## src/rtl/collector_arbiter_if.sv

```systemverilog
// collector_arbiter_if: bundles the upstream (NUM_REQ sources) and downstream
// (one collector) Req/Gnt/Full signals of the collector arbiter.
//
// Handshake: a requester raises Req with its data stable and holds both until
// the matching one-cycle Gnt pulse. Full is advisory backpressure. Req may
// stay high while Full is set. The arbiter speaks the same protocol to the
// collector: ReqDnStr and PacketOut stay stable until GntDnStr is sampled high.
//
// Modports:
//   master - the arbiter's view (drives grants, fulls, PacketOut, ReqDnStr,
//            Busy, Timeout and the state_dbg debug output)
//   slave  - the environment's view (sources plus collector)
interface collector_arbiter_if #(
  parameter int dataWidth = 32,
  parameter int NUM_REQ   = 4
);
  logic [NUM_REQ*dataWidth-1:0] PacketIn;
  logic [NUM_REQ-1:0]           ReqUpStr;
  logic [NUM_REQ-1:0]           GntUpStr;
  logic [NUM_REQ-1:0]           UpStrFull;
  logic [dataWidth-1:0]         PacketOut;
  logic                         ReqDnStr;
  logic                         GntDnStr;
  logic                         DnStrFull;
  logic                         Busy;
  logic                         Timeout;
  logic [1:0]                   state_dbg;

  modport master (
    input  PacketIn, ReqUpStr, GntDnStr, DnStrFull,
    output GntUpStr, UpStrFull, PacketOut, ReqDnStr, Busy, Timeout, state_dbg
  );

  modport slave (
    output PacketIn, ReqUpStr, GntDnStr, DnStrFull,
    input  GntUpStr, UpStrFull, PacketOut, ReqDnStr, Busy, Timeout, state_dbg
  );
endinterface

```

## src/rtl/collector_arbiter.sv

```systemverilog
// collector_arbiter: shares one collector input among NUM_REQ ejecting
// sources. Round-robin pick in IDLE, registered packet forward, one packet in
// flight at a time.
//
// Ports:
//   clk    - rising-edge clock
//   reset  - asynchronous, active-high reset
//   bus    - collector_arbiter_if.master: PacketIn, ReqUpStr, GntUpStr,
//            UpStrFull, PacketOut, ReqDnStr, GntDnStr, DnStrFull, Busy,
//            Timeout, state_dbg (FSM state: 0 IDLE, 1 WAIT_GNT, 2 RELEASE)
//
// Optional feature: define COLLECTOR_ARB_TIMEOUT_EN to abandon a collector
// request after TIMEOUT WAIT_GNT cycles with no grant, setting a sticky
// Timeout flag. Without it Timeout is tied low and WAIT_GNT waits forever.
module collector_arbiter #(
  parameter int dataWidth = 32,
  parameter int NUM_REQ   = 4,
  parameter int IDX_W     = 2,
  parameter int TIMEOUT   = 16
) (
  input  logic                 clk,
  input  logic                 reset,
  collector_arbiter_if.master  bus
);

  if (IDX_W != $clog2(NUM_REQ) || NUM_REQ < 2 || NUM_REQ > 8 || TIMEOUT < 1) begin : g_bad_params
    $error("collector_arbiter: inconsistent parameters");
  end

  typedef enum logic [1:0] {
    IDLE     = 2'd0,
    WAIT_GNT = 2'd1,
    RELEASE  = 2'd2
  } state_t;

  state_t                 state_q, state_d;
  logic [IDX_W-1:0]       win_q, win_d;
  logic [IDX_W-1:0]       last_q, last_d;
  logic [dataWidth-1:0]   pkt_q, pkt_d;
  logic                   req_dn_q, req_dn_d;
  logic [NUM_REQ-1:0]     gnt_q, gnt_d;
  logic [NUM_REQ-1:0]     full_q, full_d;
  logic                   busy;

  logic [IDX_W-1:0]       sel;
  logic                   sel_vld;
  logic [dataWidth-1:0]   sel_pkt;

  assign busy = (state_q != IDLE);

  // Round-robin pick: scan offsets NUM_REQ down to 1 so the smallest offset
  // from the last winner (the first requester after it, with wrap) is the
  // final assignment and therefore wins.
  always_comb begin
    sel     = '0;
    sel_vld = 1'b0;
    for (int k = NUM_REQ; k >= 1; k--) begin
      for (int i = 0; i < NUM_REQ; i++) begin
        if (((int'(last_q) + k) % NUM_REQ) == i && bus.ReqUpStr[i]) begin
          sel     = IDX_W'(i);
          sel_vld = 1'b1;
        end
      end
    end
  end

  always_comb begin
    sel_pkt = '0;
    for (int i = 0; i < NUM_REQ; i++) begin
      if (sel == IDX_W'(i)) sel_pkt = bus.PacketIn[i*dataWidth +: dataWidth];
    end
  end

  // Full for everyone when the collector is full; otherwise full for all but
  // the current winner while a transfer is in flight.
  always_comb begin
    full_d = '0;
    for (int i = 0; i < NUM_REQ; i++) begin
      full_d[i] = bus.DnStrFull | (busy & (win_q != IDX_W'(i)));
    end
  end

`ifdef COLLECTOR_ARB_TIMEOUT_EN
  localparam int CNT_W = $clog2(TIMEOUT + 1);
  logic [CNT_W-1:0] cnt_q, cnt_d;
  logic             to_q, to_d;
  logic             expire;

  // cnt_q holds (WAIT_GNT cycles already spent); on the TIMEOUT-th cycle it
  // equals TIMEOUT-1, and that is the last cycle a grant is still accepted.
  assign expire = (cnt_q == CNT_W'(TIMEOUT - 1));
`endif

  always_comb begin
    state_d  = state_q;
    win_d    = win_q;
    last_d   = last_q;
    pkt_d    = pkt_q;
    req_dn_d = req_dn_q;
    gnt_d    = '0;
`ifdef COLLECTOR_ARB_TIMEOUT_EN
    cnt_d    = cnt_q;
    to_d     = to_q;
`endif
    case (state_q)
      IDLE: begin
        if (!bus.DnStrFull && sel_vld) begin
          win_d    = sel;
          pkt_d    = sel_pkt;
          req_dn_d = 1'b1;
          state_d  = WAIT_GNT;
`ifdef COLLECTOR_ARB_TIMEOUT_EN
          cnt_d    = '0;
`endif
        end
      end
      WAIT_GNT: begin
        // A grant on the expiry cycle still wins over the timeout.
        if (bus.GntDnStr) begin
          req_dn_d = 1'b0;
          gnt_d    = NUM_REQ'(1) << win_q;
          last_d   = win_q;
          state_d  = RELEASE;
        end
`ifdef COLLECTOR_ARB_TIMEOUT_EN
        else if (expire) begin
          req_dn_d = 1'b0;
          to_d     = 1'b1;
          last_d   = win_q;
          state_d  = IDLE;
        end else begin
          cnt_d = cnt_q + CNT_W'(1);
        end
`endif
      end
      RELEASE: begin
        // The winner's Req is not looked at here; it has this cycle to drop.
        state_d = IDLE;
      end
      default: state_d = IDLE;
    endcase
  end

  always_ff @(posedge clk or posedge reset) begin
    if (reset) begin
      state_q  <= IDLE;
      win_q    <= '0;
      last_q   <= IDX_W'(NUM_REQ - 1);
      pkt_q    <= '0;
      req_dn_q <= 1'b0;
      gnt_q    <= '0;
      full_q   <= '0;
    end else begin
      state_q  <= state_d;
      win_q    <= win_d;
      last_q   <= last_d;
      pkt_q    <= pkt_d;
      req_dn_q <= req_dn_d;
      gnt_q    <= gnt_d;
      full_q   <= full_d;
    end
  end

`ifdef COLLECTOR_ARB_TIMEOUT_EN
  always_ff @(posedge clk or posedge reset) begin
    if (reset) begin
      cnt_q <= '0;
      to_q  <= 1'b0;
    end else begin
      cnt_q <= cnt_d;
      to_q  <= to_d;
    end
  end

  assign bus.Timeout = to_q;
`else
  assign bus.Timeout = 1'b0;
`endif

  assign bus.GntUpStr  = gnt_q;
  assign bus.UpStrFull = full_q;
  assign bus.PacketOut = pkt_q;
  assign bus.ReqDnStr  = req_dn_q;
  assign bus.Busy      = busy;
  assign bus.state_dbg = state_q;

endmodule
```

## src/flat_wrapper.sv

```systemverilog
// flat-port wrapper written by rule: the top's interface ports become plain ports
module collector_arbiter_flat 
#(
  parameter int dataWidth = 32,
  parameter int NUM_REQ   = 4,
  parameter int IDX_W     = 2,
  parameter int TIMEOUT   = 16
)
  (clk, reset, bus_PacketIn, bus_ReqUpStr, bus_GntDnStr, bus_DnStrFull, bus_GntUpStr, bus_UpStrFull, bus_PacketOut, bus_ReqDnStr, bus_Busy, bus_Timeout, bus_state_dbg);
  collector_arbiter_if #(.dataWidth(dataWidth), .NUM_REQ(NUM_REQ)) bus_i ();
  input  logic clk;
  input  logic reset;
  input wire logic [$bits(bus_i.PacketIn)-1:0] bus_PacketIn;
  input wire logic [$bits(bus_i.ReqUpStr)-1:0] bus_ReqUpStr;
  input wire logic [$bits(bus_i.GntDnStr)-1:0] bus_GntDnStr;
  input wire logic [$bits(bus_i.DnStrFull)-1:0] bus_DnStrFull;
  output wire logic [$bits(bus_i.GntUpStr)-1:0] bus_GntUpStr;
  output wire logic [$bits(bus_i.UpStrFull)-1:0] bus_UpStrFull;
  output wire logic [$bits(bus_i.PacketOut)-1:0] bus_PacketOut;
  output wire logic [$bits(bus_i.ReqDnStr)-1:0] bus_ReqDnStr;
  output wire logic [$bits(bus_i.Busy)-1:0] bus_Busy;
  output wire logic [$bits(bus_i.Timeout)-1:0] bus_Timeout;
  output wire logic [$bits(bus_i.state_dbg)-1:0] bus_state_dbg;
  assign bus_i.PacketIn = bus_PacketIn;
  assign bus_i.ReqUpStr = bus_ReqUpStr;
  assign bus_i.GntDnStr = bus_GntDnStr;
  assign bus_i.DnStrFull = bus_DnStrFull;
  assign bus_GntUpStr = bus_i.GntUpStr;
  assign bus_UpStrFull = bus_i.UpStrFull;
  assign bus_PacketOut = bus_i.PacketOut;
  assign bus_ReqDnStr = bus_i.ReqDnStr;
  assign bus_Busy = bus_i.Busy;
  assign bus_Timeout = bus_i.Timeout;
  assign bus_state_dbg = bus_i.state_dbg;
  collector_arbiter #(.dataWidth(dataWidth), .NUM_REQ(NUM_REQ), .IDX_W(IDX_W), .TIMEOUT(TIMEOUT)) u_core (.clk(clk), .reset(reset), .bus(bus_i));
endmodule
```

## config.mk

```make
export PLATFORM = sky130hd
export DESIGN_NAME = collector_arbiter_flat
export DESIGN_NICKNAME = d
export VERILOG_FILES = /design/src/rtl/collector_arbiter_if.sv /design/src/rtl/collector_arbiter.sv /design/src/flat_wrapper.sv
export SDC_FILE = /design/constraint.sdc
export NUM_CORES = 1
export LEC_CHECK = 0
export CAP_MARGIN = 10
export CORE_MARGIN = 10
export CORE_UTILIZATION = 34
export CTS_BUF_LIST = sky130_fd_sc_hd__clkbuf_4 sky130_fd_sc_hd__clkbuf_8 sky130_fd_sc_hd__clkbuf_16
export CTS_CLUSTER_DIAMETER = 30
export DETAILED_ROUTE_END_ITERATION = 16
export MAX_ROUTING_LAYER = met4
export PLACE_DENSITY = 0.8
export SLEW_MARGIN = 20
export SYNTH_ARGS = -nofsm -noshare
export SYNTH_HDL_FRONTEND = slang
export SYNTH_SLANG_ARGS = --single-unit
```

## constraint.sdc

```tcl
create_clock -name clk -period 1.8 [get_ports clk]
set_input_delay 0.36 -clock clk [delete_from_list [all_inputs] [get_ports clk]]
set_output_delay 0.36 -clock clk [all_outputs]
set_load 0.05 [all_outputs]
```

==> results.md, run 1 <==
* Combinational share of power at 0.657
* Leak at roughly 2.1 nW
* Total GRT Usage at 0.200
* Drt first pass iters at 5
* Placed cells at around 630
* Worst Setup End Kind: register
* Mux cell area share after synthesis at 0
* Switch share at 0.493
* Die Y at between 100 and 150 microns
* Syn Area/Cell at 8.90 sq um
* Synth Area in Adders at 0
* Global Route met2 Usage at 0.344
* Unrepaired setup endpoints after global routing: true
* DR iter-0 viols at between 200 and 250
* Most frequent cell after synthesis: dfrtp_1
* Final WL at between 10 and 15 mm
* Finished Layout Cells at 646
* Failing checks: negative setup slack
* Min Clock Period, post-route at 1.84 ns
* Top Usage Layer GRT: met2
* Net Switching at 4.09 mW
* Hold Path Class: primary input to async pin
* Most frequent cells after synthesis: 45 x dfrtp_1, 42 x nand2_1, 35 x or3_1, 33 x o21ai_0, 32 x nand3_1
* Synth Area in XOR/XNOR at 0
* Max-cap violations at 0
* Synth top area share at 0.370
* Share of cells above drive strength 1 at 0.292
* TritonCTS clock tree: done
* Power Density at between 1000 and 1500 nW/um^2
* Largest net degree at the start of global routing at 48
* Startpoint Class: primary input
* Initial Util at 0.349
* H-tree lvl count at 2
* Final Hold Vio Count at 0
* Post-DP Area at roughly 5100 sq um
* Synth Area in Compound Gates at 0.318
* Post-Syn Area at approximately 3000 sq um
* Power share of the sequential group at 0.229
* Fin nets at roughly 670
* Clock slew at reported path FFs at roughly 0.10 ns
* Routability congestion estimate at ~0.8
* Core ar. at roughly 8700 sq um
* Sequential fraction of the synthesis area at 0.387
* Largest family of logic cells by synthesized area: compound AO/OA/AOI/OAI gates
* Maximum VDD drop at 844 uV
* Vias in the first global route at 4064
* Max-slew violations at 0
* Initial antenna violation count at 0
* Setup-failing EPs final at 4
* Post-Synthesis Cells at approximately 340
* Drt wl/cell at roughly 22 microns
* Ports at approximately 180
* Post-synthesis simple-gate area fraction at 0.219
* M1 GR Usage at 0.223
* Leading area contributor after synthesis: dfrtp_1
* Vias at about 3800
* Synthesized flop and latch total at 47
* N_diodes at 0
* Skew-Pair Late Insertion Delay at 0.31 ns
* Req. time, crit path at between 1.5 and 2 ns
* Die area at 13100 sq um
* Count of warnings emitted by yosys at 0
* Max frequency at roughly 0.54 GHz
* Sink Count at 47
* Clock share of power at 0.114
* Post-synth EDFFs at 0
* Vias/cell at 5.84
* CP Class: primary input to register
* Fillers at 690
* Area occupied by multi-input gates at ~1900 sq um
* Post-route cell area at ~5600 sq um
* CTS Hold Buffers Added at 0
* Largest fanout on the critical path at 10
* Outcome: complete, but fails checks
* GR met3 Demand/Resource at 0.0493
* Power Internal at between 4 and 5 mW
* DP Wirelength at 9.97 mm
* Total gr overflow at 0
* Routed Antenna Nets at 0
* TritonCTS buffer count at 5
* Worst Slack Setup Final at -0.0371 ns
* Area Growth Syn to Fin at 84.8%
* # DRC at 0
* Die Wd at about 110 microns
* Critical Path AT at about 2 ns
* Port bufs at 179
* # rows at 34
* Pre-CTS setup slack at -0.539 ns
* Unique cell type count in the Yosys netlist at 41
* Syn_nets at ~480
* Top cells by area, synth: dfrtp_1 37%, o32ai_1 8.3%, a41oi_1 7.2%, or3_1 7.2%, o21ai_0 5.4%
* CTS root buffer: clkbuf_8
* Ys flop type: dfrtp_1
* Maximum buffer depth of the clock tree at 2
* Fin crit share at 1.02
* First-pass GRT wire length at 20.9 mm
* Clock Skews at a little over 0.009 ns
* Register area at ~1200 sq um
* Asr flop ratio synth at 1.00
[through the flow]
step	TNS, ns	hold WS [ns]	util	total power, mW
floorplan	-3.31	0.452	-	4.87
global placement	-14.39	0.475	0.582	6.65
CTS	-0.0170	0.428	0.617	7.91
finish	-0.0469	0.423	0.645	8.31
detailed placement	-15.24	0.472	0.582	6.75
global route	-1.29	0.442	0.645	8.71
[area by class of cell]
type | count | area share
Timing Repair Buffer | 228 | 0.392
Inverter | 6 | 0.00400
Clock inverter | 3 | 0.0120
Sequential cell | 47 | 0.210
Tap cell | 108 | 0.0240
Multi-Input combinational cell | 249 | 0.346
Clock buffer | 5 | 0.0122
[critical path: stages]
cell and delay [ns]:
clkdlybuf4s50_1 0.50, buf_4 0.13, nor4_4 0.04, buf_4 0.14, buf_4 0.16, or3_4 0.35, o32ai_4 0.26, a41oi_2 0.06
[state kept, by name (all words and copies together) (netlist names)]
register,flops
u_core.last_q,2
u_core.bus.UpStrFull,4
u_core.bus.state_dbg,2
u_core.bus.PacketOut,32
u_core.bus.ReqDnStr,1
u_core.bus.GntUpStr,4
u_core.win_q,2
[cells in the final DEF (no fill, tap or decap), drive strengths merged, types with 5 or more instances in the layout]
cell type / instances
clkdlybuf4s50: 131
buf: 92
dfrtp: 45
nand2: 42
o21ai: 38
or3: 35
nand3: 32
o32ai: 32
a41oi: 31
inv: 6
nor2: 6
clkbuf: 6
nor2b: 5
[per-layer routing]
metal / routed length, microns / part of all wire
met5: 0 / 0
met3: 1120 / 0.080
met4: 270 / 0.019
met2: 7010 / 0.50
met1: 5580 / 0.40
[worst paths after layout]
check	slack, ns	depth (start not counted)	start	end
max	-0.04	8	bus_ReqUpStr[2]	u_core.bus.PacketOut[13]$_DFFE_PP0P_
min	0.42	3	reset	u_core.bus.PacketOut[25]$_DFFE_PP0P_
max reg2reg	-0.03	5	u_core.bus.state_dbg[1]$_DFFE_PP0P_	u_core.bus.PacketOut[13]$_DFFE_PP0P_
min reg2reg	0.49	2	u_core.last_q[1]$_DFFE_PP1P_	u_core.last_q[1]$_DFFE_PP1P_
max in group asynchronous	1.10	3	reset	u_core.last_q[0]$_DFFE_PP1P_
min in group clk	0.49	2	u_core.last_q[1]$_DFFE_PP1P_	u_core.last_q[1]$_DFFE_PP1P_
[logic make-up (layout without fill, tap and decap cells)]
family                 count (synthesis)  in the layout
and+or+nand+nor                      129            129
buffers and inverters                 46            242
AOI/OAI and AO/OA                    119            119
other                                  1              1
DFF                                   47             47
[power groups by stage]
stage          clock (mW)  sequential, mW  combinational, mW
2_1_floorplan           0            3.29               1.58
3_3_place_gp            0            1.84               4.82
3_5_place_dp            0            1.86               4.89
4_1_cts             0.963            1.87               5.08
5_1_grt             0.994            1.95               5.77
6_report            0.944            1.90               5.46
[timing repair]
item	in CTS	in global routing
pin swaps	4	4
buffers inserted	2	1
setup endpoints to repair	32	32
resized for setup	28	28
cloned	2	2
hold endpoints to repair	0	0
Note: power is estimated with default switching activity, not from simulation.
==> inputs of run 2 (changes only) <==
- CTS_BUF_LIST: sky130_fd_sc_hd__clkbuf_4 sky130_fd_sc_hd__clkbuf_8 sky130_fd_sc_hd__clkbuf_16 -> default
- HOLD_SLACK_MARGIN: default -> 0.03
==> results of run 2 <==
Same layout as run 1: the final DEF is identical, and so are final timing and power.
==> inputs of run 3 (changes only) <==
- CORE_ASPECT_RATIO: default -> 1.4
==> run 3 against run 2 <==
  * The run still ends with negative setup slack left
  * Combinational power hardly changed
  * Die area is 0.41% higher
  * Wire length is 6.0% higher
  * Critical path depth is 3 lower
  * Core utilization is 0.94 points higher
  * Critical endpoint is now u_core.bus.PacketOut[4]$_DFFE_PP0P_
  * Largest power group unchanged
  * Highest routed layer unchanged
==> results.md, run 3 (synthesis gave the netlist of run 1 again) <==
* CTS root buffer: clkbuf_16
* FF-to-FF path depth at 5 (unchanged)
* Leak at 2.10 nW (+0.36%)
* Maximum buffer depth of the clock tree at 2 (unchanged)
* Most common cell after layout, fill and taps aside: clkdlybuf4s50_1
* Register area at 1180 sq um (unchanged)
* Unrepaired setup endpoints after global routing: true
* Total design power at 8.41 mW (+1.2%)
* Req. time, crit path at 1.95 ns (-0.02 ns)
* Fin crit share at 1.03 (+0.0137)
* Outcome: complete, but fails checks
* Skew-Pair Late Insertion Delay at 0.29 ns (-0.02 ns)
* Delay-heaviest family, CP: simple AND/OR/NAND/NOR gates
* Die area at 13200 sq um (+0.41%)
* Routed Antenna Nets at 0 (unchanged)
* Ports at 181 (unchanged)
* Initial Util at 0.352 (+0.00252)
* Hold Path Class: primary input to async pin
* Crit path capture: u_core.bus.PacketOut[4]$_DFFE_PP0P_
* Max-slew violations at 0 (unchanged)
* Fin nets at 673 (unchanged)
* Failing checks: negative setup slack
* Fillers at 710 (+2.9%)
* Min Clock Period, post-route at 1.86 ns (+0.0246 ns)
* CP Class: register to register
* Total gr overflow at 0 (unchanged)
* Routability congestion estimate at 0.844 (+4.3%)
* Vias at 3816 (+1.1%)
* R2R setup slack at -0.06 ns (-0.03 ns)
* Critical Path AT at 2.02 ns (about the same)
* Setup-failing EPs final at 19 (+15)
* Largest net degree at the start of global routing at 48 (unchanged)
* Commonest cells after routing, fill and taps aside: 130 x clkdlybuf4s50_1, 75 x buf_4, 43 x dfrtp_1
* DP Wirelength at 10.5 mm (+5.1%)
* Worst path depth at 5 (-3)
* Clock slew at reported path FFs at 0.07 ns (-0.03 ns)
* Power Density at 1480 nW/um^2 (+0.44%)
* Crit path from: u_core.bus.state_dbg[1]$_DFFE_PP0P_
* Max-cap violations at 0 (unchanged)
* TritonCTS buffer count at 5 (unchanged)
* Worst path slowest cell: or3_4
* Final Hold Vio Count at 0 (unchanged)
* Largest fanout on the critical path at 8 (-2)
* Clock Skews at 0.00576 ns (-0.00344 ns)
* Crit-path max cell delay at 0.45 ns (-0.05 ns)
* Crit path cell chain: or3_4 > buf_8 > or3_1 > o32ai_2 > a41oi_2
* H-tree lvl count at 2 (unchanged)
* Port bufs at 179 (unchanged)
* Sink Count at 47 (unchanged)
* Core ar. at 8660 sq um (-0.72%)
* First-pass GRT wire length at 22.4 mm (+7.4%)
* Area Growth Syn to Fin at 86.1%
* Drt first pass iters at 5 (unchanged)
* N_diodes at 0 (unchanged)
* Share of cells above drive strength 1 at 0.301 (+0.00929)
* Worst Setup End Kind: register
* CTS Hold Buffers Added at 0 (unchanged)
* Total GRT Usage at 0.216 (+0.0160)
* R2R Path Start: u_core.bus.state_dbg[1]$_DFFE_PP0P_
* # DRC at 0 (unchanged)
* DR iter-0 viols at 236 (+2.6%)
* Largest register FFs at 32 (unchanged)
* Vias in the first global route at 4192 (+3.1%)
* Area occupied by multi-input gates at 1990 sq um (+2.4%)
* Initial antenna violation count at 0 (unchanged)
* Drt wl/cell at 23.1 microns (+6.5%)
* Final WL at 14.8 mm (+6.0%)
* Worst hold margin at 0.417 ns (-0.00628 ns)
* Die Y at 132 microns (+15%)
* Worst Slack Setup Final at -0.0617 ns (-0.0246 ns)
* Reg2Reg Capture Point: u_core.bus.PacketOut[4]$_DFFE_PP0P_
* Maximum VDD drop at 962 uV (+14%)
* Startpoint Class: register
* Max frequency at 0.537 GHz (-1.3%)
* # rows at 40 (+18%)
* Die Wd at 100 microns (-13%)
* Vias/cell at 5.93 (+1.6%)
* TritonCTS clock tree: done
* Bufs and invs on worst path at 1 (-3)
[run 3: worst min-delay path by stage]
| stage | start | end | slack, ns |
|---|---|---|---|
| 2_1_floorplan | bus_DnStrFull | u_core.bus.UpStrFull[2]$_DFF_PP0_ | 0.45 |
| 3_3_place_gp | u_core.bus.ReqDnStr$_DFFE_PP0P_ | u_core.bus.ReqDnStr$_DFFE_PP0P_ | 0.47 |
| 3_5_place_dp | u_core.bus.ReqDnStr$_DFFE_PP0P_ | u_core.bus.ReqDnStr$_DFFE_PP0P_ | 0.48 |
| 4_1_cts | reset | u_core.bus.PacketOut[15]$_DFFE_PP0P_ | 0.44 |
| 5_1_grt | reset | u_core.bus.PacketOut[31]$_DFFE_PP0P_ | 0.46 |
| 6_report | reset | u_core.bus.PacketOut[30]$_DFFE_PP0P_ | 0.42 |
[run 3: cell type report]
| cell class | instances | share of cell area |
|---|---|---|
| well taps | 105 | 0.0232 |
| clock buffers | 5 | 0.0221 |
| multi-input cells | 249 | 0.352 |
| inverters | 6 | 0.00464 |
| clock inverters | 3 | 0.00508 |
| flip-flops and latches | 47 | 0.208 |
| repair buffers | 228 | 0.385 |
[run 3: through the flow]
stage                util  cells  setup slack [ns]  TNS [ns]  cell area (sq um)
finish              0.654    643           -0.0617    -0.330               5670
global placement    0.585    628            -0.471    -13.56               5060
detailed placement  0.585    628            -0.485    -14.46               5060
floorplan               -    342            -0.111     -3.31               3050
CTS                 0.630    642           -0.0720    -0.254               5460
global route        0.654    643            -0.115     -2.27               5670
[run 3: worst register-to-register path, cell delays in order (launching register included)]
cell     delay (ns)
dfrtp_2        0.40
or3_4          0.46
buf_8          0.17
or3_1          0.37
o32ai_2        0.25
a41oi_2        0.07
[run 3: where the power goes]
| group | switching (mW) | internal (mW) | total [mW] | leakage [nW] |
|---|---|---|---|---|
| sequential | 0.402 | 1.54 | 1.94 | 0.535 |
| combinational | 3.37 | 2.10 | 5.47 | 1.49 |
| clock | 0.462 | 0.536 | 0.998 | 0.0767 |
[run 3: metal layers]
metal | wire length [microns] | share of wire | global-route usage
met1 | 5200 | 0.35 | 0.220
met5 | 0 | 0 | -
met2 | 7900 | 0.53 | 0.375
met3 | 1140 | 0.077 | 0.0446
met4 | 586 | 0.040 | 0.117
[run 3: what timing repair did]
action | CTS | global route
hold endpoints to repair | 0 | 0
pin swaps | 4 | 4
gates cloned | 3 | 1
setup endpoints to repair | 32 | 33
setup buffers | 3 | 1
resized for setup | 36 | 34
